<file path="config.mk">
export PLATFORM = sky130hd
export DESIGN_NAME = trim_mux
export DESIGN_NICKNAME = d
export VERILOG_FILES = /design/src/rtl/trim_pkg.sv /design/src/rtl/trim_mult.sv /design/src/rtl/trim_mux.sv
export SDC_FILE = /design/constraint.sdc
export NUM_CORES = 2
export LEC_CHECK = 0
export CELL_PAD_IN_SITES_DETAIL_PLACEMENT = 1
export CELL_PAD_IN_SITES_GLOBAL_PLACEMENT = 2
export CORE_ASPECT_RATIO = 0.75
export CORE_MARGIN = 2
export CORE_UTILIZATION = 40
export CTS_CLUSTER_SIZE = 28
export DETAILED_ROUTE_END_ITERATION = 7
export PLACE_DENSITY_LB_ADDON = 0.1
export SLEW_MARGIN = 5
export SYNTH_ARGS = -nofsm -noshare
export SYNTH_HDL_FRONTEND = slang
export SYNTH_SLANG_ARGS = --single-unit
export TNS_END_PERCENT = 10
</file>
<file path="constraint.sdc">
create_clock -name clk -period 15.71 [get_ports clk]
set_input_delay 2.3565 -clock clk [delete_from_list [all_inputs] [get_ports clk]]
set_output_delay 2.3565 -clock clk [all_outputs]
set_load 0.05 [all_outputs]
</file>
<file path="src/rtl/trim_pkg.sv">
// Shared types and helpers for the trim_mux gain-trim engine: FSM state encoding,
// channel index width and the round-half-up / overflow helper.
package trim_pkg;

    // Sized for the largest supported channel count so one encoding fits every build.
    localparam int MAX_CHANNELS   = 16;
    localparam int CHAN_IDX_WIDTH = $clog2(MAX_CHANNELS);
    localparam int PROD_MAX_WIDTH = 64;

    typedef enum logic [1:0] {
        IDLE,
        ISSUE,
        DRAIN
    } trim_state_t;

    typedef struct packed {
        logic [PROD_MAX_WIDTH-1:0] value;
        logic                      overflow;
    } round_result_t;

    // Drops frac_bits, adds the first discarded bit back in at full width so a
    // rounding carry is never lost, then flags anything at or above mag_width.
    function automatic round_result_t round_product(
        input logic [PROD_MAX_WIDTH-1:0] product,
        input int                        frac_bits,
        input int                        mag_width
    );
        logic [PROD_MAX_WIDTH-1:0] sum;
        round_result_t             result;
        sum = (product >> frac_bits)
            + {{(PROD_MAX_WIDTH-1){1'b0}}, product[frac_bits-1]};
        result.overflow = |(sum >> mag_width);
        result.value    = sum & ~({PROD_MAX_WIDTH{1'b1}} << mag_width);
        return result;
    endfunction

endpackage

</file>
<file path="src/rtl/trim_mult.sv">
// Unsigned A_WIDTH x B_WIDTH multiplier with NUM_PIPELINE_LEVELS output registers.
// Pure datapath: no reset, validity is tracked by the caller's tag pipeline.
module trim_mult #(
    parameter int A_WIDTH             = 26,
    parameter int B_WIDTH             = 27,
    parameter int NUM_PIPELINE_LEVELS = 6
) (
    input  logic                       clk,
    input  logic [A_WIDTH-1:0]         a,
    input  logic [B_WIDTH-1:0]         b,
    output logic [A_WIDTH+B_WIDTH-1:0] p
);

    logic [A_WIDTH+B_WIDTH-1:0] pipe [NUM_PIPELINE_LEVELS];

    always_ff @(posedge clk) begin
        pipe[0] <= {{B_WIDTH{1'b0}}, a} * {{A_WIDTH{1'b0}}, b};
        for (int k = 1; k < NUM_PIPELINE_LEVELS; k++) begin
            pipe[k] <= pipe[k-1];
        end
    end

    assign p = pipe[NUM_PIPELINE_LEVELS-1];

endmodule

</file>
<file path="src/rtl/trim_mux.sv">
// Time-multiplexed per-channel gain trim using a single pipelined multiplier.
// Define TRIM_SATURATE_EN to clip overflowing channels to all ones; otherwise results wrap.
module trim_mux
    import trim_pkg::*;
#(
    parameter int CHANNEL_COUNT  = 4,
    parameter int MAG_WIDTH      = 26,
    parameter int GAIN_WIDTH     = 27,
    parameter int GAIN_FRAC_BITS = 26,
    parameter int MULT_LATENCY   = 6
) (
    input  logic                               clk,
    input  logic                               rst_n,
    input  logic                               strobe,
    input  logic [MAG_WIDTH*CHANNEL_COUNT-1:0]  magnitudes,
    input  logic [GAIN_WIDTH*CHANNEL_COUNT-1:0] gains,
    input  logic                               overrunClear,
    output logic                               busy,
    output logic [MAG_WIDTH*CHANNEL_COUNT-1:0]  trimmed,
    output logic                               trimmedValid,
    output logic                               trimmedToggle,
    output logic [CHANNEL_COUNT-1:0]           saturated,
    output logic                               overrun
);

    localparam int PROD_WIDTH = MAG_WIDTH + GAIN_WIDTH;
    localparam logic [CHAN_IDX_WIDTH-1:0] LAST_IDX = CHAN_IDX_WIDTH'(CHANNEL_COUNT - 1);

    trim_state_t               state, state_next;
    logic [CHAN_IDX_WIDTH-1:0] chan_cnt, chan_cnt_next;
    logic                      accept, issue, finish;

    logic [MAG_WIDTH-1:0]      snap_mag  [CHANNEL_COUNT];
    logic [GAIN_WIDTH-1:0]     snap_gain [CHANNEL_COUNT];
    logic [MAG_WIDTH-1:0]      sel_mag, op_mag;
    logic [GAIN_WIDTH-1:0]     sel_gain, op_gain;

    logic                      op_valid;
    logic [CHAN_IDX_WIDTH-1:0] op_idx;
    logic [MULT_LATENCY-1:0]   tag_valid;
    logic [CHAN_IDX_WIDTH-1:0] tag_idx [MULT_LATENCY];
    logic                      out_valid;
    logic [CHAN_IDX_WIDTH-1:0] out_idx;

    logic [PROD_WIDTH-1:0]     product;
    round_result_t             rounded;
    logic                      rounded_unused;
    logic [MAG_WIDTH-1:0]      result;
    logic [MAG_WIDTH-1:0]      staging [CHANNEL_COUNT];

    assign busy      = (state != IDLE);
    assign out_valid = tag_valid[MULT_LATENCY-1];
    assign out_idx   = tag_idx[MULT_LATENCY-1];
    assign finish    = out_valid && (out_idx == LAST_IDX);

    always_ff @(posedge clk) begin
        if (!rst_n) begin
            state    <= IDLE;
            chan_cnt <= '0;
        end else begin
            state    <= state_next;
            chan_cnt <= chan_cnt_next;
        end
    end

    always_comb begin
        state_next    = state;
        chan_cnt_next = chan_cnt;
        accept        = 1'b0;
        issue         = 1'b0;
        unique case (state)
            IDLE: begin
                if (strobe) begin
                    accept        = 1'b1;
                    state_next    = ISSUE;
                    chan_cnt_next = '0;
                end
            end
            ISSUE: begin
                issue = 1'b1;
                if (chan_cnt == LAST_IDX) begin
                    state_next = DRAIN;
                end else begin
                    chan_cnt_next = chan_cnt + 1'b1;
                end
            end
            DRAIN: begin
                if (finish) begin
                    state_next = IDLE;
                end
            end
            default: state_next = IDLE;
        endcase
    end

    // Snapshot lets the upstream stage move on as soon as the strobe is taken.
    always_ff @(posedge clk) begin
        if (accept) begin
            for (int k = 0; k < CHANNEL_COUNT; k++) begin
                snap_mag[k]  <= magnitudes[k*MAG_WIDTH +: MAG_WIDTH];
                snap_gain[k] <= gains[k*GAIN_WIDTH +: GAIN_WIDTH];
            end
        end
    end

    always_comb begin
        sel_mag  = '0;
        sel_gain = '0;
        for (int k = 0; k < CHANNEL_COUNT; k++) begin
            if (chan_cnt == CHAN_IDX_WIDTH'(k)) begin
                sel_mag  = snap_mag[k];
                sel_gain = snap_gain[k];
            end
        end
    end

    always_ff @(posedge clk) begin
        op_mag  <= sel_mag;
        op_gain <= sel_gain;
    end

    // Tags ride alongside the multiplier so each product knows its channel.
    always_ff @(posedge clk) begin
        if (!rst_n) begin
            op_valid  <= 1'b0;
            op_idx    <= '0;
            tag_valid <= '0;
            for (int k = 0; k < MULT_LATENCY; k++) begin
                tag_idx[k] <= '0;
            end
        end else begin
            op_valid     <= issue;
            op_idx       <= chan_cnt;
            tag_valid[0] <= op_valid;
            tag_idx[0]   <= op_idx;
            for (int k = 1; k < MULT_LATENCY; k++) begin
                tag_valid[k] <= tag_valid[k-1];
                tag_idx[k]   <= tag_idx[k-1];
            end
        end
    end

    trim_mult #(
        .A_WIDTH             (MAG_WIDTH),
        .B_WIDTH             (GAIN_WIDTH),
        .NUM_PIPELINE_LEVELS (MULT_LATENCY)
    ) u_mult (
        .clk (clk),
        .a   (op_mag),
        .b   (op_gain),
        .p   (product)
    );

    assign rounded        = round_product(PROD_MAX_WIDTH'(product), GAIN_FRAC_BITS, MAG_WIDTH);
    assign rounded_unused = ^{rounded.value[PROD_MAX_WIDTH-1:MAG_WIDTH], rounded.overflow};

`ifdef TRIM_SATURATE_EN
    logic                     result_sat;
    logic [CHANNEL_COUNT-1:0] staging_sat;
    logic [CHANNEL_COUNT-1:0] sat_q;

    assign result     = rounded.overflow ? '1 : rounded.value[MAG_WIDTH-1:0];
    assign result_sat = rounded.overflow;
    assign saturated  = sat_q;

    always_ff @(posedge clk) begin
        if (out_valid) begin
            for (int k = 0; k < CHANNEL_COUNT; k++) begin
                if (out_idx == CHAN_IDX_WIDTH'(k)) begin
                    staging_sat[k] <= result_sat;
                end
            end
        end
    end

    always_ff @(posedge clk) begin
        if (!rst_n) begin
            sat_q <= '0;
        end else if (finish) begin
            for (int k = 0; k < CHANNEL_COUNT; k++) begin
                sat_q[k] <= (k == CHANNEL_COUNT - 1) ? result_sat : staging_sat[k];
            end
        end
    end
`else
    assign result    = rounded.value[MAG_WIDTH-1:0];
    assign saturated = '0;
`endif

    always_ff @(posedge clk) begin
        if (out_valid) begin
            for (int k = 0; k < CHANNEL_COUNT; k++) begin
                if (out_idx == CHAN_IDX_WIDTH'(k)) begin
                    staging[k] <= result;
                end
            end
        end
    end

    // The last channel bypasses staging so the whole set lands on one edge.
    always_ff @(posedge clk) begin
        if (!rst_n) begin
            trimmed       <= '0;
            trimmedValid  <= 1'b0;
            trimmedToggle <= 1'b0;
            overrun       <= 1'b0;
        end else begin
            trimmedValid <= finish;
            if (finish) begin
                trimmedToggle <= ~trimmedToggle;
                for (int k = 0; k < CHANNEL_COUNT; k++) begin
                    trimmed[k*MAG_WIDTH +: MAG_WIDTH] <= (k == CHANNEL_COUNT - 1) ? result : staging[k];
                end
            end
            if (strobe && busy) begin
                overrun <= 1'b1;
            end else if (overrunClear) begin
                overrun <= 1'b0;
            end
        end
    end

endmodule

</file>
==> impl_metrics.py <==
metrics = {
    "drt": {
        "drtIter0Drc": 1504,
        "drt_first_pass_iters": 5,
        "wirelength_um": 120000,
        "vias_per_cell": 4.88,
        "routedWlPerCell_um": 21.4,
        "final_antenna_net_count": 0,
        "dr_total_vias": 27500,
        "drc_errors": 0,
    },
    "global_route": {
        "met2_usage_pct": 32.1,
        "grt_max_degree": 84,
        "grt_use_total_pct": 22.4,
        "top_usage_layer": "met1",
        "first_global_vias": 30100,
        "grtUsageMet3_pct": 5.90,
        "grt_overflow": 0,
        "antenna_found_initial": 8,
        "met1_usage_pct": 34.0,
        "grt_first_pass_wirelength_um": 185000,
    },
    "sta": {
        "worst_pin_slew_ns": 1.32,
        "hold_viol_final": 0,
        "setup_viol": 0,
        "finalWorstSetupSlack_ns": 8.20,
        "post-route-min-period_ns": 7.51,
        "fin_setup_tns_ns": 0,
        "finalCritPeriodShare_pct": 47.8,
        "slew_violations": 0,
        "maxSlewHeadroom_pct": 11.8,
        "max_freq_mhz": 133,
        "rsz0062_at_grt": "false",
        "skew_ns": 0.0442,
    },
    "finish": {
        "syn_to_final_growth_pct": 16.5,
        "nets": 5151,
        "n_antenna_cell": 0,
        "layout-drive-gt1-share_pct": 5.21,
    },
    "critical_path": {
        "cp_data_required_time_ns": 16.24,
        "critPathKind": "flop to flop",
        "worstReg2RegStart": "op_gain[22]$_DFF_P_",
        "startpoint_type": "flop",
        "worst_path_max_delay_cell": "dfxtp_1",
        "crit_top_cell": "fa_1",
        "r2r_slack_ns": 8.20,
        "r2r-end": "u_mult.pipe[0][49]$_DFF_P_",
        "path_delay_family": "adder cells",
        "max_stage_delay_ns": 1.16,
        "worstPathArrival_ns": 8.05,
        "path_max_fanout": 26,
        "crit_start": "op_gain[22]$_DFF_P_",
        "path_cells": "nand2_1, fa_1, inv_1, fa_1, inv_1, fa_1, fa_1, inv_1, fa_1, fa_1, fa_1, ha_1, nand2_1, nor3_1, a221oi_2, o31ai_2, o31ai_4, o21ai_1, a211o_1, o211a_1",
        "r2r.worst_path.cells": 20,
        "cp-end-kind": "flop",
        "cp_num_buf_inv": 3,
    },
    "floorplanning": {
        "fp.dieH_um": 286,
        "die_w_um": 380,
        "num_rows": 103,
        "ioPinCount": 328,
        "dieArea_mm2": 0.109,
        "start_util_pct": 40.3,
        "fp.coreArea_mm2": 0.105,
    },
    "min_path": {
        "worstHoldStart": "u_mult.pipe[0][26]$_DFF_P_",
        "min_path_cells": 0,
        "hp-class": "flop to flop",
        "worstHoldEndpoint": "u_mult.pipe[1][26]$_DFF_P_",
    },
    "clocking": {
        "cts_resized": 0,
        "numCtsBuffers": 69,
        "clk_path_buf_depth": 3,
        "h-tree-depth": 3,
        "cts_tree": "done",
        "path_clk_slew_ns": 0.06,
        "hold_buffers": 0,
        "root_buffer": "clkbuf_16",
        "postCtsSetupRepairBufs": 0,
        "cts.sinks": 653,
        "clock_latency_ns": 0.66,
    },
    "yosys": {
        "syn_inst": 3898,
        "synth_warnings": 0,
        "async_reset_ff_share_pct": 0,
        "yosysTopAreaCellShare_pct": 28.1,
        "synthTopCellsByArea": "fa_1 28%, edfxtp_1 21%, dfxtp_1 17%",
        "synth.most_common_cell": "inv_1",
        "synth.distinct_cells": 72,
        "synth_common_cells": "643 x inv_1, 596 x fa_1, 596 x nand2_1, 408 x and2_1, 363 x dfxtp_1",
        "synth_ff_type": "dfxtp_1",
        "yosys_register_bits": 653,
        "ys_seq_area_share_pct": 37.6,
        "synth_edf_count": 290,
        "synth_top_cell_by_area": "fa_1",
        "avgSynthCellArea_um2": 10.9,
        "syn_area_mm2": 0.0425,
    },
    "placement": {
        "post-dp-hpwl_um": 88600,
        "gp_congestion": 0.843,
        "port_buffers": 323,
        "dp_slack_ns": 8.26,
    },
    "run_status": {
        "status": "finished clean",
    },
    "job": {
        "max-cap-violations": 0,
    },
}
cells in the final DEF, fill, tap and decap left out, drive strengths merged, types with 5 or more instances in the layout:
cell	Yosys	layout
and3	7	7
xnor2	40	40
buf	17	55
nand3	21	21
or2	5	5
inv	643	647
a21boi	81	81
o31ai	6	6
nor2	76	76
a221oi	5	5
fa	596	596
o21a	6	6
nor3	13	13
nand4	16	16
ha	189	189
a21o	15	15
clkbuf	182	102
a221o	54	54
o21ai	135	135
nor3b	26	26
nand2	596	596
a21oi	37	37
and2	409	409
dfxtp	363	363
xor2	18	18
clkinv	0	19
a211oi	6	6
edfxtp	290	290
clkdlybuf4s50	0	322
flip-flops by register name, indices dropped and copies added (netlist names), 24 cells and up:
signal / cells
snap_mag: 104
snap_gain: 108
staging: 78
u_mult.pipe: 162
op_gain: 27
trimmed: 104
op_mag: 26
tag_idx: 24
through the flow:
step	hold slack (ns)	instance area, um^2	instances	util, %
6_report	0.314	49500	5624	47.0
5_1_grt	0.312	49500	5624	47.0
3_3_place_gp	0.310	47200	5496	44.8
4_1_cts	0.309	49500	5624	47.0
2_1_floorplan	0.310	42500	3901	-
3_5_place_dp	0.313	47200	5496	44.8
cells by family after synthesis:
kind of cell | Yosys count | share of synthesized area (%)
buffers and inverters | 842 | 7.49
AOI/OAI and AO/OA | 374 | 6.31
DFF | 653 | 37.6
xor gates and xnor gates | 58 | 1.23
and+or+nand+nor | 1185 | 13.7
other | 1 | 0.00883
adders and majority gates | 785 | 33.7
worst reg2reg max path, stage by stage (launching register included):
cell	delay (ns)
dfxtp_1	1.16
nand2_1	0.22
fa_1	0.60
inv_1	0.05
fa_1	0.48
inv_1	0.06
fa_1	0.51
fa_1	0.54
inv_1	0.06
fa_1	0.56
fa_1	0.46
fa_1	0.46
ha_1	0.41
nand2_1	0.22
nor3_1	0.11
a221oi_2	0.25
o31ai_2	0.18
o31ai_4	0.43
o21ai_1	0.19
a211o_1	0.32
o211a_1	0.13
layer usage:
layer,vias to the layer above,wire length [um]
met5,-,88
met1,14100,60500
met2,618,49400
met4,12,1950
li1,12600,-
met3,133,8270
cell type report:
class,count,area (um^2)
clock buffer,102,2050
inverter,643,2410
clock inverter,26,267
sequential,653,16000
timing repair buffer,377,3640
fill,11400,55800
tap,1417,1770
multi-input combinational,2406,23400
worst max path at each step:
stage	end	slack, ns	depth (start not counted)
CTS	u_mult.pipe[0][49]$_DFF_P_	8.20	20
global placement	u_mult.pipe[0][49]$_DFF_P_	8.33	23
finish	u_mult.pipe[0][49]$_DFF_P_	8.20	20
global route	u_mult.pipe[0][49]$_DFF_P_	7.86	22
floorplan	snap_gain[0][0]$_DFFE_PP_	3.81	2
detailed placement	u_mult.pipe[0][49]$_DFF_P_	8.26	22
Power is not shown: default switching activity piles up to over one toggle a cycle in this logic, so the estimate is an artifact.
